`config.mk`:
```
export PLATFORM = sky130hd
export DESIGN_NAME = prewish_multiblinky
export DESIGN_NICKNAME = d
export VERILOG_FILES = /design/src/rtl/prewish_multiblinky.sv
export SDC_FILE = /design/constraint.sdc
export NUM_CORES = 1
export LEC_CHECK = 0
export ABC_CLOCK_PERIOD_IN_PS = 3680
export CAP_MARGIN = 20
export CORE_ASPECT_RATIO = 1.5
export CORE_MARGIN = 5
export CORE_UTILIZATION = 52
export CTS_CLUSTER_DIAMETER = 150
export DETAILED_ROUTE_END_ITERATION = 16
export HOLD_SLACK_MARGIN = 0.03
export PLACE_DENSITY_LB_ADDON = 0.08
export SYNTH_ARGS = -nofsm -noshare
export SYNTH_HDL_FRONTEND = slang
export SYNTH_SLANG_ARGS = --single-unit
```
`constraint.sdc`:
```
create_clock -name i_clk -period 3.68 [get_ports i_clk]
set_clock_uncertainty 0.2 [all_clocks]
set_input_delay 0.368 -clock i_clk [delete_from_list [all_inputs] [get_ports i_clk]]
set_output_delay 0.368 -clock i_clk [all_outputs]
set_load 0.01 [all_outputs]
```
`src/rtl/prewish_multiblinky.sv`:
```
// prewish_multiblinky: NUM_CH double-buffered LED pattern players on a shared tick.
// Define PREWISH_MULTIBLINKY_PWM_EN to add per-channel PWM dimming via i_duty.
module prewish_multiblinky #(
   parameter int NUM_CH        = 4,
   parameter int CH_BITS       = 2,
   parameter int MASK_BITS     = 8,
   parameter int PRESCALE_BITS = 20
`ifdef PREWISH_MULTIBLINKY_PWM_EN
   ,
   parameter int PWM_BITS      = 4
`endif
) (
   input  logic                 i_clk,
   input  logic                 i_rst_n,
   input  logic                 i_stb,
   input  logic [CH_BITS-1:0]   i_ch,
   input  logic [MASK_BITS-1:0] i_dat,
   input  logic                 i_mode,
`ifdef PREWISH_MULTIBLINKY_PWM_EN
   input  logic [PWM_BITS-1:0]  i_duty,
`endif
   output logic                 o_ack,
   output logic                 o_tick,
   output logic [NUM_CH-1:0]    o_busy,
   output logic [NUM_CH-1:0]    o_led
);
   localparam int IW = $clog2(MASK_BITS);
   localparam logic [IW-1:0] LAST = IW'(MASK_BITS - 1);

   typedef enum logic {IDLE, RUN} state_t;

   logic [PRESCALE_BITS-1:0] pre_cnt;
   logic                     stb_q;
   logic                     stb_edge;
   logic                     ld;

   assign o_tick   = &pre_cnt;
   assign stb_edge = i_stb & ~stb_q;
   assign ld       = stb_edge && (32'(i_ch) < NUM_CH);

`ifdef PREWISH_MULTIBLINKY_PWM_EN
   logic [PWM_BITS-1:0] pwm_cnt;

   always_ff @(posedge i_clk or negedge i_rst_n) begin
      if (!i_rst_n) pwm_cnt <= '0;
      else          pwm_cnt <= pwm_cnt + PWM_BITS'(1);
   end
`endif

   always_ff @(posedge i_clk or negedge i_rst_n) begin
      if (!i_rst_n) begin
         pre_cnt <= '0;
         stb_q   <= 1'b0;
         o_ack   <= 1'b0;
      end else begin
         pre_cnt <= pre_cnt + PRESCALE_BITS'(1);
         stb_q   <= i_stb;
         o_ack   <= ld;
      end
   end

   for (genvar c = 0; c < NUM_CH; c++) begin : g_ch
      state_t                 state, n_state;
      logic [MASK_BITS-1:0]   pending, active, n_active;
      logic                   pmode, mode, n_mode;
      logic                   pvalid, take, ld_me;
      logic [IW-1:0]          idx, n_idx;
      logic                   n_bit, led_q;
`ifdef PREWISH_MULTIBLINKY_PWM_EN
      logic [PWM_BITS-1:0]    pduty, duty, n_duty;
      logic                   gate;
`endif

      assign ld_me = ld && (i_ch == CH_BITS'(c));

      always_comb begin
         n_state  = state;
         n_idx    = idx;
         n_active = active;
         n_mode   = mode;
         take     = 1'b0;
         if (o_tick) begin
            unique case (state)
               IDLE: take = pvalid;
               RUN: begin
                  if (idx != LAST) n_idx = idx + IW'(1);
                  else if (pvalid) take = 1'b1;
                  else if (mode)   n_idx = '0;
                  else             n_state = IDLE;
               end
            endcase
         end
         if (take) begin
            n_state  = RUN;
            n_active = pending;
            n_mode   = pmode;
            n_idx    = '0;
         end
         // LED register tracks the bit selected by the next state
         n_bit = (n_state == RUN) & n_active[LAST - n_idx];
`ifdef PREWISH_MULTIBLINKY_PWM_EN
         n_duty = take ? pduty : duty;
         gate   = (&n_duty) || (pwm_cnt < n_duty);
`endif
      end

      always_ff @(posedge i_clk or negedge i_rst_n) begin
         if (!i_rst_n) begin
            state   <= IDLE;
            idx     <= '0;
            active  <= '0;
            mode    <= 1'b0;
            pending <= '0;
            pmode   <= 1'b0;
            pvalid  <= 1'b0;
            led_q   <= 1'b0;
`ifdef PREWISH_MULTIBLINKY_PWM_EN
            pduty   <= '0;
            duty    <= '0;
`endif
         end else begin
            state  <= n_state;
            idx    <= n_idx;
            active <= n_active;
            mode   <= n_mode;
`ifdef PREWISH_MULTIBLINKY_PWM_EN
            duty   <= n_duty;
            led_q  <= n_bit & gate;
`else
            led_q  <= n_bit;
`endif
            if (take) pvalid <= 1'b0;
            // a same-cycle load lands after the boundary consumed the old one
            if (ld_me) begin
               pending <= i_dat;
               pmode   <= i_mode;
               pvalid  <= 1'b1;
`ifdef PREWISH_MULTIBLINKY_PWM_EN
               pduty   <= i_duty;
`endif
            end
         end
      end

      assign o_busy[c] = (state == RUN);
      assign o_led[c]  = led_q;
   end

endmodule
```
After elaboration in Yosys (flattened, before gate mapping):

Cells that the tools add are included.

* $add $sub $neg: 9
* magnitude comparators: 4
* equality and inequality tests: 7
* multiplexer cells: 84
* bitwise logic cells: 10
* reductions and logical operators: 10

Operators by type and width (number)
* two-way mux 3 bit: 24
* two-way mux 1 bit: 48
* two-way mux 8 bit: 4
* adder 20 x 1 -> 20 bit, second input constant: 1
* AND reduction 20 bit: 1
* < comparator 3 x 4 -> 1 bit, second input constant: 4
* adder 3 x 1 -> 3 bit, second input constant: 4
* binary-select mux 1 bit (select 3 bit): 4
* != test 3 bit, second input constant: 4
* subtractor 3 bit, first input constant: 4
* case mux 1 bit (2 select lines): 4
* nonzero test 2 bit: 4
* bitwise AND 1 bit: 5
* inverter 1 bit: 5
* == test 2 bit, second input constant: 2
* logical AND 1 bit: 4
* == test 2 x 1 -> 1 bit, second input constant: 1
* logical NOT 2 bit: 1

* register bits: 118
* input bits: 14
* output and inout bits: 10
* word-level logic and storage cells: 159

Logic depth before layout (Yosys ltp):

Gate-level depths: netlist of run 1.

* word-level depth: 10
* mapped depth: 10
* gate-level depth less buffers: 9

Least setup slack after synthesis of run 1:

OpenSTA, ideal clock, no wires.

* path type: register to register
* from: register pre_cnt[0]
* to: register g_ch[3].led_q
* setup time: 124 ps
* data arrival time: 2700 ps
* data required time: 3356 ps
* slack: 656 ps
* stages on the path, launching flop included: 11
* buffers on the path: 2
* clock period less this slack: 3024 ps
* cells stage by stage: dfrtp_1 -> ha_1 -> nand3_1 -> or3_1 -> buf_2 -> or3_4 -> a22o_1 -> buf_6 -> or3_1 -> and4b_1 -> o31a_1

* longest elaborated chain between the ends: 7
* elaborated cells on any way between the ends: 11
* those cells by class: add/sub (1); mux (8); bitwise (1); reduce/logical (1)

Ends and longest elaborated chain
* start, declared: RTL line 32 `logic [PRESCALE_BITS-1:0] pre_cnt;`
* start signal, assigned: RTL line 56 `pre_cnt <= pre_cnt + PRESCALE_BITS'(1);`
* AND reduction 20 bit *: RTL line 37 `assign o_tick = &pre_cnt;`
* two-way mux 3 bit or two-way mux 1 bit (tied branches): RTL line 82 `if (o_tick) begin`
* two-way mux 3 bit *: RTL line 93 `if (take) begin`
* net g_ch[3].n_idx[2]: RTL line 67 `logic [IW-1:0] idx, n_idx;`
* subtractor 3 bit *: RTL line 100 `n_bit = (n_state == RUN) & n_active[LAST - n_idx];`
* binary-select mux 1 bit (select 3 bit) *: RTL line 100
* two-way mux 1 bit (implied by the code) *: RTL line 100
* bitwise AND 1 bit *: RTL line 100
* net g_ch[3].n_bit: RTL line 68 `logic n_bit, led_q;`
* end signal, assigned: RTL line 130 `led_q <= n_bit;`
* end, declared: RTL line 68

Mark *: on every way through the listed nets, which the timed path passes. The rest lies on a longest branch. The select of a mux whose other input is x is not followed.
A chain may end at the register's enable or synchronous reset.

Worst setup path after layout of run 1:

* from: register pre_cnt[0]
* to: register g_ch[3].led_q

* longest elaborated chain between the ends: 7
* elaborated cells on any way between the ends: 11
* those cells by class: add/sub (1); mux (8); bitwise (1); reduce/logical (1)

Ends and longest elaborated chain (RTL line)
* AND reduction 20 bit *: 37
* two-way mux 3 bit or two-way mux 1 bit (tied branches): 82
* two-way mux 3 bit: 93
* subtractor 3 bit: 100
* binary-select mux 1 bit (select 3 bit): 100
* two-way mux 1 bit (implied by the code): 100
* bitwise AND 1 bit *: 100
* net g_ch[3].n_bit: 68

Marks and branches as above.

==> impl_metrics.json, run 1 <==
{
  "status": "finished, final reports clean",
  "cts.sinks": 118,
  "antennaDiodeCount": 0,
  "holdPathStages": 1,
  "synth_mux_area_share_pct": 11.9,
  "grt_busiest_layer": "met2",
  "hold_path.startpoint": "i_stb",
  "r2r_setup_slack_ns": 0.43,
  "cts_tree": "done",
  "hold_path_class": "input port to flop",
  "antenna_found_initial": 0,
  "power.density_nw_per_um2": 528,
  "final_nets": 545,
  "worst_pin_slew_ns": 0.910,
  "cts_max_path_buffers": 2,
  "ir_drop_mv": 0.400,
  "postSynthCellCount": 487,
  "synthAdderAreaFrac_pct": 2.12,
  "drc": 0,
  "core-area_um2": 10100,
  "finalNonFillerCells": 652,
  "crit_arrival_ns": 3.34,
  "wl_per_cell_um": 16.6,
  "grtUsageMet1_pct": 23.7,
  "drv_cap": 0,
  "reg2reg_from": "pre_cnt[0]",
  "syn2layout_area_growth_pct": 19.1,
  "start_kind": "flop",
  "use_met2_pct": 31.9,
  "hold-path-endpoint": "stb_q",
  "path_clk_slew_ns": 0.05,
  "ioPinCount": 24,
  "regArea_um2": 2950,
  "synth_top_family_by_area": "simple AND/OR/NAND/NOR gates",
  "rsz0062_at_grt": "false",
  "yosys.cell_types.count": 48,
  "synthSimpleGateAreaFrac_pct": 17.4,
  "fin_tns_setup_ns": 0,
  "ant_nets": 0,
  "avgSynthCellArea_um2": 10.9,
  "required_ns": 3.77,
  "drive_gt1_share_pct": 18.3,
  "vias": 3633,
  "synth_compound_area_share_pct": 6.56,
  "ys_ff_latch": 118,
  "synth_nets": 510,
  "yosysWarnings": 0,
  "synth_xor_area_share_pct": 2.97,
  "path_max_fanout": 9,
  "chipWidth_um": 92.4,
  "yosys-top-cells-count": "dfrtp_1 (118), nand2_1 (104), mux2_2 (50), nor2_1 (18), nor3_1 (16)",
  "synth_seq_area_share_pct": 55.7,
  "num_rows": 45,
  "first_pass_iters": 4,
  "finalCritPeriodShare_pct": 88.4,
  "synth_top_cell_by_area": "dfrtp_1",
  "clk_latency_ns": 0.41,
  "clockRootBuffer": "clkbuf_16",
  "synth_area_leaders": "dfrtp_1 (56%), mux2_2 (11%), nand2_1 (7.4%)",
  "synth_edf_count": 0,
  "rr_worst_depth": 8,
  "wirelength_um": 10800,
  "met3_usage_pct": 4.18,
  "synth_flop_cell": "dfrtp_1",
  "portBuffers": 23,
  "p_leak_nw": 3.00,
  "period_needed_ns": 3.25,
  "die_area_um2": 12400,
  "cts_buffers": 17,
  "drv_slew": 0,
  "first_global_vias": 3653,
  "drt_iter0_drc": 217,
  "relSlewSlack_pct": 39.3,
  "critPathKind": "flop to flop",
  "initial_utilization_pct": 52.6,
  "grt_pass1_wl_um": 18300,
  "grt-ovfl-total": 0,
  "fmax_mhz": 307,
  "fillCellCount": 799,
  "htree_num_levels": 4,
  "synth_most_common_cell": "dfrtp_1",
  "final_hold_viol_count": 0,
  "multiInputGateArea_um2": 2170,
  "post-place-cells": 619,
  "cp-end-kind": "flop",
  "cts_resized": 0,
  "setup_violations": 0,
  "die_h_um": 134,
  "async_flop_share_pct": 100,
  "grt_max_degree": 71,
  "synth_top_area_share_pct": 55.7,
  "globalplace.congestion": 0.857,
  "netlist_area_um2": 5300,
  "avgViaCountPerCell": 5.57,
  "dp_hpwl_um": 7670,
  "reg2reg_to": "g_ch[3].led_q",
  "track_usage_pct": 19.1
}
where the power goes:
group / switching [mW] / internal, mW
Combinational: 0.0612 / 0.0858
Clock: 0.575 / 1.17
Sequential: 0.0497 / 1.39
worst max-delay path by stage:
stage / from / endpoint / cells after the start
after floorplan: pre_cnt[0] / g_ch[3].led_q / 10
after global placement: pre_cnt[0] / g_ch[3].led_q / 8
after detailed placement: pre_cnt[0] / g_ch[3].led_q / 8
after CTS: pre_cnt[0] / g_ch[3].led_q / 8
after global routing: pre_cnt[0] / g_ch[0].led_q / 8
final: pre_cnt[0] / g_ch[3].led_q / 8
kinds of logic (layout without fill, tap and decap cells):
kind of cell | count (synthesis) | count (layout)
buffers and inverters | 36 | 84
AOI/OAI and AO/OA | 51 | 51
DFF | 118 | 118
adders and majority gates | 9 | 9
muxes | 57 | 57
xor gates and xnor gates | 18 | 18
and+or+nand+nor | 198 | 198
area by class of cell:
class / instances / area share, %
clock inverter: 11 / 2.74
tap: 117 / 2.32
inverter: 14 / 0.833
timing repair buffer: 38 / 5.63
multi-input combinational: 333 / 34.4
clock buffer: 21 / 7.29
sequential: 118 / 46.8
through the flow:
step	power, mW	util (%)	hold slack [ns]	setup slack, ns	cell area (µm²)
detailed placement	1.61	56.3	0.244	0.424	5670
finish	3.33	62.6	0.224	0.427	6310
CTS	3.37	62.6	0.202	0.404	6310
global placement	1.60	56.3	0.237	0.504	5670
global route	3.46	62.6	0.220	0.269	6310
floorplan	1.53	-	-0.128	0.656	5300
state kept, by name, indices dropped and copies added, names as in the netlist:
register,count
o_ack,1
g_ch.pmode,4
g_ch.led_q,4
g_ch.pvalid,4
g_ch.pending,32
pre_cnt,20
g_ch.idx,12
stb_q,1
g_ch.mode,4
g_ch.active,32
g_ch.state,4
layout by cell type (no fill, tap or decap), types with 14 or more instances in the layout:
master,instances
mux2_2,50
buf_4,14
clkbuf_16,17
nor2_1,18
nand3_1,14
dfrtp_1,118
inv_1,14
nor3_1,16
clkdlybuf4s50_1,22
nand2_1,104
critical path, stage by stage, from the launching register on:
cell	delay, ns
dfrtp_1	0.39
ha_1	0.20
nand3_1	0.20
or3_1	0.55
or3_4	0.45
a22o_1	0.33
or3_1	0.34
and4b_1	0.21
o31a_1	0.27
layer usage:
| metal | up-vias | part of all wire, % |
|---|---|---|
| met5 | - | 0 |
| met4 | 0 | 1.8 |
| met3 | 20 | 3.8 |
| met2 | 72 | 52 |
| met1 | 1782 | 43 |
| li1 | 1759 | - |
repair_timing:
| item | CTS | global route |
|---|---|---|
| hold buffers | 1 | 0 |
| setup endpoints to repair | 0 | 0 |
| setup buffers | 0 | 0 |
| hold endpoints to repair | 69 | 0 |
Power figures use the tool's default switching activity.
==> run 2, diff against run 1 <==
--- a/config.mk
+++ b/config.mk
@@ -5,12 +5,12 @@
 export SDC_FILE = /design/constraint.sdc
 export NUM_CORES = 1
 export LEC_CHECK = 0
-export ABC_CLOCK_PERIOD_IN_PS = 3680
+export ABC_CLOCK_PERIOD_IN_PS = 2900
 export CAP_MARGIN = 20
 export CORE_ASPECT_RATIO = 1.5
 export CORE_MARGIN = 5
 export CORE_UTILIZATION = 52
-export CTS_CLUSTER_DIAMETER = 150
+export CTS_CLUSTER_DIAMETER = 30
 export DETAILED_ROUTE_END_ITERATION = 16
 export HOLD_SLACK_MARGIN = 0.03
 export PLACE_DENSITY_LB_ADDON = 0.08
==> constraint.sdc (replaced) <==
create_clock -name i_clk -period 2.9 [get_ports i_clk]
set_clock_uncertainty 0.2 [all_clocks]
set_input_delay 0.29 -clock i_clk [delete_from_list [all_inputs] [get_ports i_clk]]
set_output_delay 0.29 -clock i_clk [all_outputs]
set_load 0.01 [all_outputs]
==> run 2 against run 1 <==
  * Hold slack lost 0.079 ns
  * Clock power grew 18%
  * Total power grew 23%
  * Sequential share of layout area shrank 1.4 points
  * Combinational power grew 31%
  * Critical path type unchanged
  * Largest power group unchanged
  * Highest routed layer unchanged
==> impl_metrics.json, run 2 (synthesis results as in run 1) <==
{
  "status": "finished, final reports clean",
  "initial_utilization_pct": 52.6,
  "drive_gt1_share_pct": 23.1,
  "worst_pin_slew_ns": 0.555,
  "die_area_um2": 12400,
  "wirelength_um": 11400,
  "fillCellCount": 830,
  "final_common_cell": "dfrtp_1",
  "chipWidth_um": 92.4,
  "wl_per_cell_um": 16.7,
  "drc": 0,
  "setup_violations": 0,
  "path_max_fanout": 6,
  "required_ns": 3.00,
  "portBuffers": 23,
  "post-place-ws_ns": 0.0673,
  "power.density_nw_per_um2": 627,
  "final_nets": 572,
  "rsz0062_at_grt": "false",
  "num_rows": 45,
  "grt_max_degree": 43,
  "die_h_um": 134,
  "cts_buffers": 17,
  "path_common_cell": "ha_1",
  "vias": 3730,
  "drv_cap": 0,
  "antennaDiodeCount": 0,
  "ir_drop_mv": 0.548,
  "ioPinCount": 24,
  "final.setup.worst_slack_ns": 0.136,
  "htree_num_levels": 4,
  "critPathBufInv": 0,
  "critPathKind": "flop to flop",
  "ant_nets": 0,
  "cpMaxStageDelayCell": "dfrtp_1",
  "cts.sinks": 118,
  "antenna_found_initial": 0,
  "hold_path_class": "input port to flop",
  "critPathTopFamily": "simple AND/OR/NAND/NOR gates",
  "finalNonFillerCells": 679,
  "finalCritPeriodShare_pct": 95.3,
  "dp_hpwl_um": 8160,
  "grt_pass1_wl_um": 19600,
  "first_global_vias": 3944,
  "path_clk_slew_ns": 0.06,
  "slowest_delay_ns": 0.43,
  "cp-end-kind": "flop",
  "cp_cell_sequence": "ha_1 > ha_1 > nand2b_1 > a21oi_1 > or3_4 > a22o_1 > or3_1 > and4b_1 > o31a_1",
  "period_needed_ns": 2.76,
  "clockRootBuffer": "clkbuf_16",
  "crit_arrival_ns": 2.86,
  "cts_max_path_buffers": 2,
  "track_usage_pct": 20.5,
  "start_kind": "flop",
  "relSlewSlack_pct": 62.7,
  "grt-ovfl-total": 0,
  "core-area_um2": 10100,
  "post-place-cells": 645,
  "drv_slew": 0,
  "globalplace.congestion": 0.816,
  "avgViaCountPerCell": 5.49,
  "clk_latency_ns": 0.42,
  "drt_iter0_drc": 217,
  "syn2layout_area_growth_pct": 22.7,
  "first_pass_iters": 4,
  "mostFrequentLayoutCells": "dfrtp_1 (118), nand2_1 (104), mux2_2 (50)",
  "fin_tns_setup_ns": 0,
  "final_hold_viol_count": 0,
  "cts_tree": "done",
  "fmax_mhz": 362,
  "p_leak_nw": 3.12,
  "top_regs": "g_ch.active x32, g_ch.pending x32, pre_cnt x20",
  "fin_hold_ws_ns": 0.144
}
run 2: path summary, 6_finish.rpt:
check	start	to	slack [ns]	cells after the start
max reg2reg	g_ch[3].idx[0]	g_ch[3].led_q	0.14	9
min	i_stb	stb_q	0.14	1
max	g_ch[3].idx[0]	g_ch[3].led_q	0.14	9
max in group asynchronous	i_rst_n	g_ch[0].led_q	1.61	3
min reg2reg	stb_q	o_ack	0.24	1
min in group asynchronous	i_rst_n	pre_cnt[13]	0.21	2
run 2: final cells by class:
| type | count | area, µm² | area share, % |
|---|---|---|---|
| Tap cell | 117 | 146 | 2.25 |
| Inverter | 14 | 52.6 | 0.808 |
| Clock inverter | 13 | 148 | 2.27 |
| Timing Repair Buffer | 65 | 557 | 8.56 |
| Multi-Input combinational cell | 333 | 2210 | 33.9 |
| Clock buffer | 19 | 443 | 6.81 |
| Sequential cell | 118 | 2950 | 45.4 |
run 2: routing by layer:
metal  up-vias  routed length, µm  track usage (%)
li1       1812                  -                -
met1      1829               4940             25.2
met2        73               5830             34.6
met3        16                404             4.63
met4         0                189             8.35
met5         -                  0                0
run 2: repair_timing:
action / 4_1_cts / 5_1_grt
setup buffers: 1 / 0
hold endpoints to repair: 39 / 0
hold buffers: 1 / 0
endpoints found under the setup margin: 1 / 1
resized for setup: 3 / 1
run 2: power breakdown:
part | switching [mW] | internal [mW] | total [mW]
clock network | 0.768 | 1.29 | 2.06
registers | 0.0648 | 1.76 | 1.83
logic | 0.0808 | 0.111 | 0.192
run 2: through the flow:
stage | total power [mW] | utilization, % | area, µm²
detailed placement | 2.05 | 58.4 | 5890
global route | 4.24 | 64.6 | 6510
floorplan | 1.95 | - | 5330
global placement | 2.04 | 58.4 | 5890
finish | 4.08 | 64.6 | 6510
CTS | 4.12 | 64.6 | 6510
==> RTL change (settings of run 2) <==
Build with the macro `PREWISH_MULTIBLINKY_PWM_EN` defined.
--- a/src/rtl/prewish_multiblinky.sv
+++ b/src/rtl/prewish_multiblinky.sv
@@ -1,4 +1,6 @@
 // prewish_multiblinky: NUM_CH double-buffered LED pattern players on a shared tick.
 // Define PREWISH_MULTIBLINKY_PWM_EN to add per-channel PWM dimming via i_duty.
+`define PREWISH_MULTIBLINKY_PWM_EN
+
 module prewish_multiblinky #(
    parameter int NUM_CH        = 4,
Interface: changed (added i_duty); port bits go from 24 to 28. The function was not compared with the original's and may differ.
==> RTL change against run 2 <==
Maximum frequency barely moved; core utilization fell by 2.4 points; area after synthesis rose by 32%; sequential power rose by 33%; setup slack improved by 0.0025 ns; final area rose by 28%; die area rose by 29%; largest cell class unchanged; routed wire length rose by 37%; combinational power rose by 49%; sequential share of layout area rose by 1.1 points; sequential cell count rose by 36; final cell count rose by 30%; total power rose by 19%.
==> RTL change: results (changes against run 2) <==
register area share after synthesis: 55.0% (-0.72 points)
post-synthesis adder-cell area fraction: 2.50% (+0.37 points)
r2r startpoint: pre_cnt[0]$_DFF_PN0_
DR WL/cell: 17.5 um (+4.8%)
vias in the first global route: 5,076 (+29%)
synth top area cells: dfrtp_1, nand2_1, mux2_2, mux2i_1, ha_1
XOR/XNOR Fraction of Synth Area: 2.50% (-0.47 points)
nets: 742 (+30%)
Pleak: 4.01 nW (+29%)
area fraction in compound gates after synthesis: 6.32% (-0.24 points)
post-synth cell types: 51 (+6.3%)
proportion of layout cells with a drive suffix above 1: 21.3% (-1.8 points)
Max VDD drop: 0.332 mV (-39%)
FF-to-FF path depth: 10 (+1)
via count: 4,944 (+33%)
multiplexer share of the synthesized area: 13.2% (+1.2 points)
placed insts: 843 (+31%)
reg2reg end: g_ch[1].led_q$_DFF_PN0_
dpl hpwl: 10.6 mm (+30%)
CP peak stage delay: 0.41 ns (-0.02 ns)
GRT Total Usage: 20.4% (-0.12 points)
largest net degree at the start of global routing: 67 (+56%)
fill cell count: 1,086 (+31%)
Post-Syn Nets: 688 (+35%)
outcome: completed
Synth Area per Inst: 10.7 um2 (-1.8%)
Slowest-stage cell, CP: or3_1
[RTL change: cell count changes after synthesis, sizes merged, moves of 6 or more]
cell / change
a21oi: +14
clkbuf: +12
dfrtp: +36
mux2: +6
mux2i: +18
nand2: +73
nand3: +7
nor2: -6
nor2b: -6
nor3: -7
o21ai: +8
[RTL change: layout make-up]
cell class              count  area, um2  share of cell area (%)
inverters                  19       71.3                   0.860
multi-input cells         451       3000                    36.1
repair buffers             67        597                    7.19
flip-flops and latches    154       3850                    46.4
clock buffers              19        433                    5.22
well taps                 162        203                    2.44
clock inverters            13        143                    1.72
[RTL change: kinds of logic after synthesis]
kind of cell    count (synthesis)
flops                         154
buf+inv                        52
compound gates                 70
fa+ha+maj                      14
mux                            81
xor+xnor                       20
simple gates                  265
[RTL change: layer usage]
layer | global-route usage, % | share of wire, %
met5 | 0 | 0
met3 | 3.73 | 3.6
met2 | 33.5 | 51
met1 | 26.6 | 43
met4 | 8.04 | 2.6
[RTL change: what timing repair did]
| action | CTS | global route |
|---|---|---|
| setup buffers | 0 | 8 |
| gates resized for setup | 1 | 19 |
| endpoints found under the hold margin | 60 | 0 |
| endpoints found under the setup margin | 1 | 5 |
| cloned | 0 | 1 |
| pin swaps | 0 | 5 |
| hold buffers | 1 | 0 |
[RTL change: worst max path at each step]
stage                     cells after the start             startpoint                 endpoint
final                                        10   pre_cnt[0]$_DFF_PN0_  g_ch[1].led_q$_DFF_PN0_
after global routing                         12  pre_cnt[17]$_DFF_PN0_  g_ch[0].led_q$_DFF_PN0_
after CTS                                    11  pre_cnt[13]$_DFF_PN0_  g_ch[2].led_q$_DFF_PN0_
after detailed placement                     11  pre_cnt[13]$_DFF_PN0_  g_ch[2].led_q$_DFF_PN0_
after global placement                        8  pre_cnt[13]$_DFF_PN0_  g_ch[1].led_q$_DFF_PN0_
after floorplan                              14  pre_cnt[10]$_DFF_PN0_  g_ch[2].led_q$_DFF_PN0_
[RTL change: stage by stage]
step | worst slack [ns] | total power (W) | area [um2]
after floorplan | 0.0655 | 0.00261 | 7010
after global placement | 0.104 | 0.00274 | 7570
after detailed placement | 0.0153 | 0.00276 | 7570
after CTS | 0.00513 | 0.00492 | 8160
after global routing | 0.00762 | 0.00508 | 8300
final | 0.139 | 0.00487 | 8300
[RTL change: report_power, final]
group          switching [W]  internal [W]
Sequential          0.000112       0.00231
Clock               0.000886       0.00127
Combinational       0.000123      0.000163
